## src/rtl/sp_regfile_gen.sv

```systemverilog
// Parametrised single-port register file with post-reset clear sequencer, read-valid strobe and optional output register.
// Optional even-parity storage and error flag when SPRF_PARITY_EN is defined.
module sp_regfile_gen #(
  parameter int unsigned DATA_W     = 8,
  parameter int unsigned ADDR_W     = 2,
  parameter int unsigned READ_MODE  = 0,
  parameter int unsigned WRITE_MODE = 0
) (
  input  logic              clk,
  input  logic              reset,
  input  logic              ce,
  input  logic              oce,
  input  logic              wre,
  input  logic [ADDR_W-1:0] ad,
  input  logic [DATA_W-1:0] din,
  output logic [DATA_W-1:0] dout,
  output logic              dout_vld,
  output logic              busy,
  output logic              par_err
);

  localparam int unsigned DEPTH = 1 << ADDR_W;
`ifdef SPRF_PARITY_EN
  localparam int unsigned MEM_W = DATA_W + 1;
`else
  localparam int unsigned MEM_W = DATA_W;
`endif

  typedef enum logic {S_CLEAR, S_IDLE} state_t;

  state_t            state_q, state_d;
  logic [ADDR_W-1:0] clr_addr_q, clr_addr_d;
  logic [MEM_W-1:0]  mem_q [DEPTH];

  logic [MEM_W-1:0]  rd_word;
  logic [MEM_W-1:0]  wr_word;
  logic [DATA_W-1:0] rd_data;
  logic              rd_err;

  logic              mem_we;
  logic [ADDR_W-1:0] mem_wa;
  logic [MEM_W-1:0]  mem_wd;

  logic [DATA_W-1:0] s0_q, s0_d;
  logic              v0_q, v0_d;
  logic              e0_q, e0_d;
  logic              acc;

  assign rd_word = mem_q[ad];
  assign rd_data = rd_word[DATA_W-1:0];

`ifdef SPRF_PARITY_EN
  // Stored bit makes the whole word XOR to zero, so any odd flip shows up.
  assign wr_word = {^din, din};
  assign rd_err  = ^rd_word;
`else
  assign wr_word = din;
  assign rd_err  = 1'b0;
`endif

  assign busy = (state_q == S_CLEAR);
  assign acc  = ce && !busy;

  always_comb begin
    state_d    = state_q;
    clr_addr_d = clr_addr_q;
    if (state_q == S_CLEAR) begin
      clr_addr_d = clr_addr_q + 1'b1;
      if (clr_addr_q == {ADDR_W{1'b1}}) begin
        state_d = S_IDLE;
      end
    end
  end

  always_ff @(posedge clk) begin
    if (reset) begin
      state_q    <= S_CLEAR;
      clr_addr_q <= '0;
    end else begin
      state_q    <= state_d;
      clr_addr_q <= clr_addr_d;
    end
  end

  always_comb begin
    mem_we = 1'b0;
    mem_wa = ad;
    mem_wd = wr_word;
    if (state_q == S_CLEAR) begin
      mem_we = 1'b1;
      mem_wa = clr_addr_q;
      mem_wd = '0;
    end else if (acc && wre) begin
      mem_we = 1'b1;
    end
  end

  // Array itself is not reset; the clear sequencer zeroes it after every reset.
  always_ff @(posedge clk) begin
    if (!reset && mem_we) begin
      mem_q[mem_wa] <= mem_wd;
    end
  end

  always_comb begin
    s0_d = s0_q;
    v0_d = 1'b0;
    e0_d = e0_q;
    if (acc) begin
      if (!wre) begin
        s0_d = rd_data;
        v0_d = 1'b1;
        e0_d = rd_err;
      end else if (WRITE_MODE == 1) begin
        s0_d = din;
        v0_d = 1'b1;
        e0_d = 1'b0;
      end else if (WRITE_MODE == 2) begin
        s0_d = rd_data;
        v0_d = 1'b1;
        e0_d = rd_err;
      end
    end
  end

  always_ff @(posedge clk) begin
    if (reset) begin
      s0_q <= '0;
      v0_q <= 1'b0;
      e0_q <= 1'b0;
    end else begin
      s0_q <= s0_d;
      v0_q <= v0_d;
      e0_q <= e0_d;
    end
  end

  if (READ_MODE == 1) begin : g_pipe
    logic [DATA_W-1:0] dout_q;
    logic              vld_q;
    logic              err_q;

    // A late oce still moves the held word out, but the strobe only marks fresh data.
    always_ff @(posedge clk) begin
      if (reset) begin
        dout_q <= '0;
        vld_q  <= 1'b0;
        err_q  <= 1'b0;
      end else if (oce) begin
        dout_q <= s0_q;
        vld_q  <= v0_q;
        err_q  <= e0_q;
      end else begin
        vld_q  <= 1'b0;
      end
    end

    assign dout     = dout_q;
    assign dout_vld = vld_q;
    assign par_err  = err_q;
  end else begin : g_bypass
    logic unused_oce;
    assign unused_oce = oce;
    assign dout       = s0_q;
    assign dout_vld   = v0_q;
    assign par_err    = e0_q;
  end

endmodule

```

## config.mk

```make
export PLATFORM = sky130hd
export DESIGN_NAME = sp_regfile_gen
export DESIGN_NICKNAME = d
export VERILOG_FILES = /design/src/rtl/sp_regfile_gen.sv
export SDC_FILE = /design/constraint.sdc
export NUM_CORES = 1
export LEC_CHECK = 0
export ABC_AREA = 1
export CAP_MARGIN = 30
export CORE_MARGIN = 10
export CORE_UTILIZATION = 35
export CTS_CLUSTER_SIZE = 8
export DETAILED_ROUTE_END_ITERATION = 10
export PLACE_DENSITY = 0.53
export SYNTH_ARGS = -nofsm -noshare
export SYNTH_HDL_FRONTEND = slang
export SYNTH_SLANG_ARGS = --single-unit
export TNS_END_PERCENT = 10
```

## constraint.sdc

```tcl
create_clock -name clk -period 2.5 [get_ports clk]
set_input_delay 0.75 -clock clk [delete_from_list [all_inputs] [get_ports clk]]
set_output_delay 0.75 -clock clk [all_outputs]
set_load 0.01 [all_outputs]
```

==> reports/qor.txt <==
Post-DR wirelength/cell -> 12.1 um
Iteration-0 DRC Markers -> 56
Max-cap viol count -> 0
Pin count of the biggest net entering global routing -> 18
Clock Pin Slew Worst Setup and Hold Paths -> 70 ps
Crit path max fanout -> 9
Initial Util -> 36.3%
Syn avg cell area -> 10.9 um^2
Vias -> 1162
Maximum vdd drop -> 230 uV
Worst hold slack -> 490 ps
Initial antenna violation count -> 0
RePlAce Congestion -> 0.702
Vias per cell -> 4.26
H-tree levels -> 2
Drt total wl -> 3310 um
Postcts setup bufs -> 0
Buffers on Ports -> 23
Worst-Skew Late Latency -> 290 ps
Commonest non-fill, non-tap cell in the layout -> nand2_1
Clk_skew -> 8.38 ps
F_max -> 0.497 GHz
Status -> completed
Hold violation count in the final report -> 0
Register share of total power -> 58.4%
Die area -> 0.00865 mm^2
Yosys warns -> 0
Critical Path, Cell by Cell -> clkdlybuf4s50_1 -> inv_4 -> nand2_1 -> o21ai_1 -> inv_2 -> nor3_1 -> buf_4
Total GRT Usage -> 8.42%
Clock root cell -> clkbuf_8
Combinational power share -> 13.9%
Sequential element share of the synthesized area -> 64.3%
Final worst-path cycle share -> 80.4%
HPWL after detailed placement -> 2380 um
Fillers -> 525
First-pass GRT wire length -> 5650 um
Routed Antenna Nets -> 0
P_sw -> 359 uW
TritonCTS buffer count -> 5
Worst hold path type -> reg2reg
Tmin final -> 2010 ps
Internal power -> 1130 uW
Vias in the first global route -> 1170
Crit path DAT -> 2010 ps
IO Pins -> 26
Yosys top cell area share -> 51.5%
Number of library cell types mapped by synthesis -> 24
Clk pwr share -> 27.8%
Leakage -> 0.000949 uW
Die height -> 93.0 um
Finished Cell Area -> 0.00226 mm^2
Max Buffers Root-to-Sink -> 2
Top post-synthesis cells by area -> edfxtp_1, dfxtp_1, nand2_1
Layout cells sized above 1 -> 11.8%
Syn Inst Count -> 172
Syn-to-layout area delta -> 20.8%
DIE WIDTH -> 93.0 um
Post-route DRC -> 0
Pwr dens -> 659 mW/mm^2
CP max stage cell -> clkdlybuf4s50_1
Core ar. -> 0.00514 mm^2
Clk sinks -> 44
Gr ovfl total -> 0
Syn Nets -> 188
Final Slew Violations -> 0
CP max stage delay -> 460 ps
Mapped Area -> 0.00187 mm^2
RSZ-0062 raised after global routing -> false
Final Setup Violations -> 0
Cell taking the most area after synthesis -> edfxtp_1
Fin Setup TNS -> 0 ps
CTS Hold Bufs -> 0
CP Launch Type -> input port
Cell Rows -> 26
DR pass1 iterations -> 4
Placed Area -> 0.00217 mm^2
Diodes inserted -> 0
Worst EP required -> 2500 ps
Nets -> 218
Sw Ratio -> 24.1%
Crit Path Class -> in2reg
CTS tree -> yes
Most frequent cells in the layout -> nand2_1, edfxtp_1, clkdlybuf4s50_1
Yosys reg bits -> 44
CTS resizes -> 0
Crit. End Element -> flop
-- routing by layer --
layer | global-route usage [%] | vias to the layer above | part of all wire [%]
li1 | - | 630 | -
met4 | 3.34 | 0 | 0.91
met5 | 0 | - | 0
met1 | 9.14 | 507 | 43
met3 | 4.32 | 5 | 7.3
met2 | 13.7 | 20 | 49
-- worst paths after layout --
kind	cells past startpoint	end	slack (ps)	from
max	7	mem_q[0][4]	490	ad[1]
min	2	clr_addr_q[0]	490	clr_addr_q[0]
max reg2reg	6	mem_q[1][1]	990	state_q
min reg2reg	2	clr_addr_q[0]	490	clr_addr_q[0]
-- area by class of cell --
type	instances	area (um^2)	area share [%]
Sequential cell	44	1200	53.2
Multi-Input combinational cell	104	524	23.2
Timing Repair Buffer	32	298	13.2
Tap cell	70	87.6	3.88
Clock buffer	6	72.6	3.22
Inverter	15	61.3	2.72
Clock inverter	2	11.3	0.499
-- flip-flops by register name, indices dropped and copies added (netlist names) --
register,count
state_q,1
dout_vld,1
clr_addr_q,2
dout,8
mem_q,32
-- critical path: cells and delay by family --
kind	cells	cell delay (ps)
buffers and inverters	4	880
AND/OR/NAND/NOR	2	210
AO/OA/AOI/OAI	1	150
-- metrics by stage --
stage               instances  utilization (%)  setup slack (ps)  power [uW]
global route              273             43.9               420        1570
floorplan                 172                -               347        1010
finish                    273             43.9               489        1490
global placement          265             42.3               235        1090
CTS                       273             43.9               494        1510
detailed placement        265             42.3               204        1100
-- cells by family after synthesis --
family / Yosys count / share of synthesized area, %
fa+ha+maj: 1 / 0.670
simple gates: 82 / 19.2
compound gates: 20 / 8.04
flops: 44 / 64.3
other cells: 1 / 0.201
buf+inv: 24 / 7.57
-- cells in the mapped netlist, drive strengths merged --
cell    instances
a21oi           9
buf             8
clkbuf          1
conb            1
dfxtp          12
edfxtp         32
ha              1
inv            15
nand2          56
nand3          16
nor2            5
nor3            5
o21ai           3
o21bai          8
-- power by group through the flow --
stage | sequential (uW) | combinational [uW] | clock, uW
global route | 874 | 235 | 460
finish | 868 | 206 | 413
detailed placement | 885 | 210 | 0
global placement | 884 | 205 | 0
CTS | 869 | 210 | 431
floorplan | 885 | 130 | 0
Power figures use the tool's default switching activity.
